--- src/rtl/chart_pkg.sv ---
// chart_pkg: sequencer state encoding, default lane/duration widths and ROM word field offsets for those defaults
package chart_pkg;
    typedef enum logic [2:0] {IDLE, FETCH, WAIT, ISSUE, HOLD, DONE} state_t;
    localparam int TRACKS_DEF = 6;
    localparam int DUR_W_DEF = 8;
    localparam int MASK_LSB = 0;
    localparam int DUR_LSB = TRACKS_DEF;
    localparam int END_BIT = TRACKS_DEF + DUR_W_DEF;
endpackage

--- src/rtl/chart_sequencer_tick_gen.sv ---
// tick_gen: game-clock divider; clk, reset (sync active-low), en counts, clr zeroes (wins over en), tick strobes on the last count
module tick_gen #(
    parameter int TICK_CYCLES = 200000
) (
    input  logic clk,
    input  logic reset,
    input  logic en,
    input  logic clr,
    output logic tick
);
    localparam int CW = $clog2(TICK_CYCLES);
    localparam logic [CW-1:0] LAST = CW'(TICK_CYCLES - 1);
    logic [CW-1:0] cnt;
    assign tick = en && cnt == LAST;
    always_ff @(posedge clk)
        if (!reset || clr) cnt <= '0;
        else if (en) cnt <= tick ? '0 : cnt + 1'b1;
endmodule

--- src/rtl/chart_sequencer.sv ---
// chart_sequencer: walks a chart ROM issuing lane spawn pulses; in clk/reset(sync active-low)/start/pause/stop/rom_data, out rom_addr/spawn/tick/busy/done
module chart_sequencer import chart_pkg::*; #(
    parameter int TICK_CYCLES = 200000,
    parameter int ADDR_W = 10,
    parameter int TRACKS = TRACKS_DEF,
    parameter int DUR_W = DUR_W_DEF
) (
    input  logic                    clk,
    input  logic                    reset,
    input  logic                    start,
    input  logic                    pause,
    input  logic                    stop,
    output logic [ADDR_W-1:0]       rom_addr,
    input  logic [TRACKS+DUR_W:0]   rom_data,
    output logic [TRACKS-1:0]       spawn,
    output logic                    tick,
    output logic                    busy,
    output logic                    done
);
    localparam int DL = DUR_LSB + TRACKS - TRACKS_DEF;
    localparam int EB = END_BIT + TRACKS - TRACKS_DEF + DUR_W - DUR_W_DEF;
    state_t state, state_n;
    logic [ADDR_W-1:0] ptr_n;
    logic [DUR_W-1:0] dur_cnt, dur_n, dur_f;
    logic [TRACKS-1:0] spawn_n;
    logic end_f;
    assign dur_f = rom_data[DL +: DUR_W];
    assign end_f = rom_data[EB];
    assign busy = state == FETCH || state == WAIT || state == ISSUE || state == HOLD;
    assign done = state == DONE;
    // rom_addr doubles as the step pointer; it is stable from FETCH through HOLD
    tick_gen #(.TICK_CYCLES(TICK_CYCLES)) u_tick (
        .clk   (clk),
        .reset (reset),
        .en    (state == HOLD && !pause),
        .clr   (state == ISSUE),
        .tick  (tick)
    );
    always_comb begin
        state_n = state;
        ptr_n = rom_addr;
        dur_n = dur_cnt;
        spawn_n = '0;
        case (state)
            IDLE, DONE: if (start) begin
                state_n = FETCH;
                ptr_n = '0;
            end
            FETCH: state_n = WAIT;
            WAIT: state_n = ISSUE;
            ISSUE: if (end_f) state_n = DONE;
            else begin
                state_n = HOLD;
                dur_n = dur_f == '0 ? DUR_W'(1) : dur_f;
                spawn_n = rom_data[MASK_LSB +: TRACKS];
            end
            HOLD: if (tick) begin
                dur_n = dur_cnt - 1'b1;
                // last tick of the step; the top address ends the chart instead of wrapping
                if (dur_cnt == DUR_W'(1)) begin
                    state_n = rom_addr == '1 ? DONE : FETCH;
                    ptr_n = rom_addr == '1 ? rom_addr : rom_addr + 1'b1;
                end
            end
            default: state_n = IDLE;
        endcase
        if (stop) begin
            state_n = IDLE;
            ptr_n = '0;
            dur_n = '0;
            spawn_n = '0;
        end
    end
    always_ff @(posedge clk)
        if (!reset) begin
            state <= IDLE;
            rom_addr <= '0;
            dur_cnt <= '0;
            spawn <= '0;
        end else begin
            state <= state_n;
            rom_addr <= ptr_n;
            dur_cnt <= dur_n;
            spawn <= spawn_n;
        end
endmodule

--- config.mk ---
export PLATFORM = sky130hd
export DESIGN_NAME = chart_sequencer
export DESIGN_NICKNAME = d
export VERILOG_FILES = /design/src/rtl/chart_pkg.sv /design/src/rtl/chart_sequencer_tick_gen.sv /design/src/rtl/chart_sequencer.sv
export SDC_FILE = /design/constraint.sdc
export NUM_CORES = 1
export LEC_CHECK = 0
export ABC_AREA = 1
export CORE_ASPECT_RATIO = 1.25
export CORE_MARGIN = 10
export CORE_UTILIZATION = 32
export CTS_BUF_LIST = sky130_fd_sc_hd__clkbuf_16
export CTS_CLUSTER_DIAMETER = 30
export DETAILED_ROUTE_END_ITERATION = 12
export PLACE_DENSITY = 0.56
export SLEW_MARGIN = 20
export SYNTH_ARGS = -nofsm -noshare
export SYNTH_HDL_FRONTEND = slang
export SYNTH_SLANG_ARGS = --single-unit
--- constraint.sdc ---
create_clock -name clk -period 2.1 [get_ports clk]
set_clock_uncertainty 0.1 [all_clocks]
set_input_delay 0.42 -clock clk [delete_from_list [all_inputs] [get_ports clk]]
set_output_delay 0.42 -clock clk [all_outputs]
set_load 0.05 [all_outputs]
==> impl_metrics.json <==
{
  "cp_max_fo": 4,
  "antenna_found_initial": 0,
  "hold_buffers": 0,
  "worst_slew_pin_slew_ns": 0.5172,
  "chipWidth_um": 100.9,
  "clkTransAtPathRegs_ns": 0.06,
  "synth_edf_count": 0,
  "final_util_pct": 42.89,
  "io_pins": 39,
  "nNetsFinal": 489,
  "worstPathArrival_ns": 1.51,
  "htreeDepth": 2,
  "cp_cell_sequence": "clkdlybuf4s50_1",
  "r2r_start": "state[0]",
  "crit_path_end_kind": "output pin",
  "synthTopCellsByArea": "dfxtp_1, nand2_1, nor2_1, inv_1, nand3_1",
  "crit_buf_inv": 1,
  "drc": 0,
  "initial_core_util_pct": 33.21,
  "cap_violations": 0,
  "grt_pass1_wl_mm": 11.56,
  "synth_nets": 436,
  "syn2layout_area_growth_pct": 29.16,
  "drt-initial-drc-count": 69,
  "synth_seq_area_share_pct": 34.42,
  "start_kind": "flip-flop",
  "netlist_top_cells_count": "nand2_1, nor2_1, inv_1, dfxtp_1, nand3_1",
  "r2r_end": "rom_addr[1]",
  "synth_top_flop_cell": "dfxtp_1",
  "cts_root_buffer": "clkbuf_16",
  "use_met2_pct": 20.16,
  "slowest_delay_ns": 0.84,
  "crit_type": "reg -> out",
  "min_path_type": "reg -> reg",
  "core-area_um2": 7883,
  "async_reset_ff_share_pct": 0,
  "slew_violations": 0,
  "rows": 36,
  "insertedDiodeCount": 0,
  "synth.cell_area_um2": 2618,
  "antenna_left": 0,
  "drive_above_1_share_pct": 13.30,
  "synthCells": 412,
  "dr_total_vias": 2672,
  "wl_per_cell_um": 12.14,
  "rsz0062_at_grt": "false",
  "place.gp.congestion": 0.8449,
  "critPathLaunch": "rom_addr[9]",
  "layout_min_cycle_time_ns": 2.031,
  "critPathCapture": "rom_addr[9]",
  "grt_use_total_pct": 11.21,
  "grt_overflow_total": 0,
  "crit_path_top_delay_cell": "clkdlybuf4s50_1",
  "wirelength_mm": 6.813,
  "critPathTopFamily": "buffers and inverters",
  "busiest_layer": "met2",
  "power.leakage_nw": 1.364,
  "outcome": "finished clean",
  "grt_start_max_net_pins": 17,
  "required_ns": 1.58,
  "rr_worst_depth": 9,
  "fmaxAchievable_mhz": 492.5,
  "pwr_density_cell_nw_per_um2": 591.3,
  "die_h_um": 121.1,
  "clk_latency_ns": 0.28,
  "cp_num_cells": 1,
  "maxSlewHeadroom_pct": 65.41,
  "ys_types": 32,
  "die_area_um2": 12220,
  "port-buffer-count": 38,
  "rrSetupSlack_ns": 0.24,
  "yosys_warnings": 0,
  "fin_tns_setup_ns": 0,
  "yosysTopAreaCellShare_pct": 34.42,
  "clock_sinks": 45,
  "drt-pass1-iter-count": 5,
  "timing.final.crit_share_pct": 96.69,
  "cts_made_buffers": 5,
  "syn_area_per_cell_um2": 6.353,
  "cts_tree": "yes",
  "synth.most_common_cell": "nand2_1",
  "ys_seq_elements": 45,
  "synth_top_area_cell": "dfxtp_1",
  "dpl.hpwl_mm": 5.327,
  "vdd_drop_max_v": 0.0003003,
  "grt_use_met1_pct": 12.70,
  "viasPerCell": 4.763,
  "timing.final.hold_violations": 0,
  "grtUsageMet3_pct": 2.621,
  "grt_pass1_vias": 2542,
  "setup_viol": 0,
  "clock_path_buffers": 2
}
where the power goes:
group | switching, mW | leakage, nW | internal (mW)
clock | 0.333 | 0.0696 | 0.437
sequential | 0.0229 | 0.365 | 0.870
combinational | 0.202 | 0.929 | 0.134
worst min path at each step:
stage	start	end	depth (start not counted)
2_1_floorplan	u_tick.cnt[7]	u_tick.cnt[8]	1
3_3_place_gp	u_tick.cnt[16]	u_tick.cnt[16]	2
3_5_place_dp	dur_cnt[3]	dur_cnt[3]	2
4_1_cts	dur_cnt[3]	dur_cnt[3]	2
5_1_grt	dur_cnt[3]	dur_cnt[3]	2
6_report	dur_cnt[3]	dur_cnt[3]	2
layout by cell type (no fill, tap or decap), types with 3 or more instances in the layout:
master            n
nand2_1          91
nor2_1           82
inv_1            56
dfxtp_1          42
clkdlybuf4s50_1  27
nand3_1          25
a21oi_1          20
buf_4            20
o21ai_0          19
nand4_1          15
inv_2             6
nor2_2            6
nor3_1            5
o21ai_1           5
clkbuf_16         5
buf_12            4
nand3_4           3
nor2_4            3
xor2_1            3
ha_1              3
dfxtp_2           3
metrics by stage:
step	area, um^2	setup slack (ns)	hold slack (ns)	std cells	total power [mW]
after floorplan	2618	0.03666	0.3521	412	1.134
after global placement	3193	-0.04929	0.3716	552	1.244
after detailed placement	3193	-0.07270	0.3849	552	1.245
after CTS	3343	0.01795	0.3962	560	2.029
after global routing	3381	0.006236	0.4231	561	2.102
final	3381	0.06944	0.3903	561	1.999
cells by family after synthesis:
kind of cell	count (synthesis)	synth area share [%]
XOR/XNOR	4	1.339
adder cells (fa/ha/maj)	4	1.912
buffers and inverters	68	10.66
flip-flops	45	34.42
AND/OR/NAND/NOR	238	40.63
AO/OA/AOI/OAI	53	11.04
repair_timing:
action,4_1_cts,5_1_grt
setup buffers,0,1
setup endpoints to repair,1,1
resized for setup,6,7
pin swaps,0,2
flip-flops by register name (all words and copies together), names as in the netlist:
signal and count:
u_tick.cnt 18, rom_addr 10, dur_cnt 8, spawn 6
state 3
area by class of cell:
cell class,instances,area [um^2]
clock buffer,5,125.1
timing repair buffer,52,509.2
sequential,45,904.6
inverter,62,232.7
tap,95,118.9
multi-input combinational,299,1473
clock inverter,3,17.52
fill,836,4502
layer usage:
layer  up-vias  part of all wire (%)
li1       1415                     -
met1      1216                    43
met2        36                    52
met3         5                   4.3
met4         0                  0.87
met5         -                     0
(Power assumes the default switching activity.)
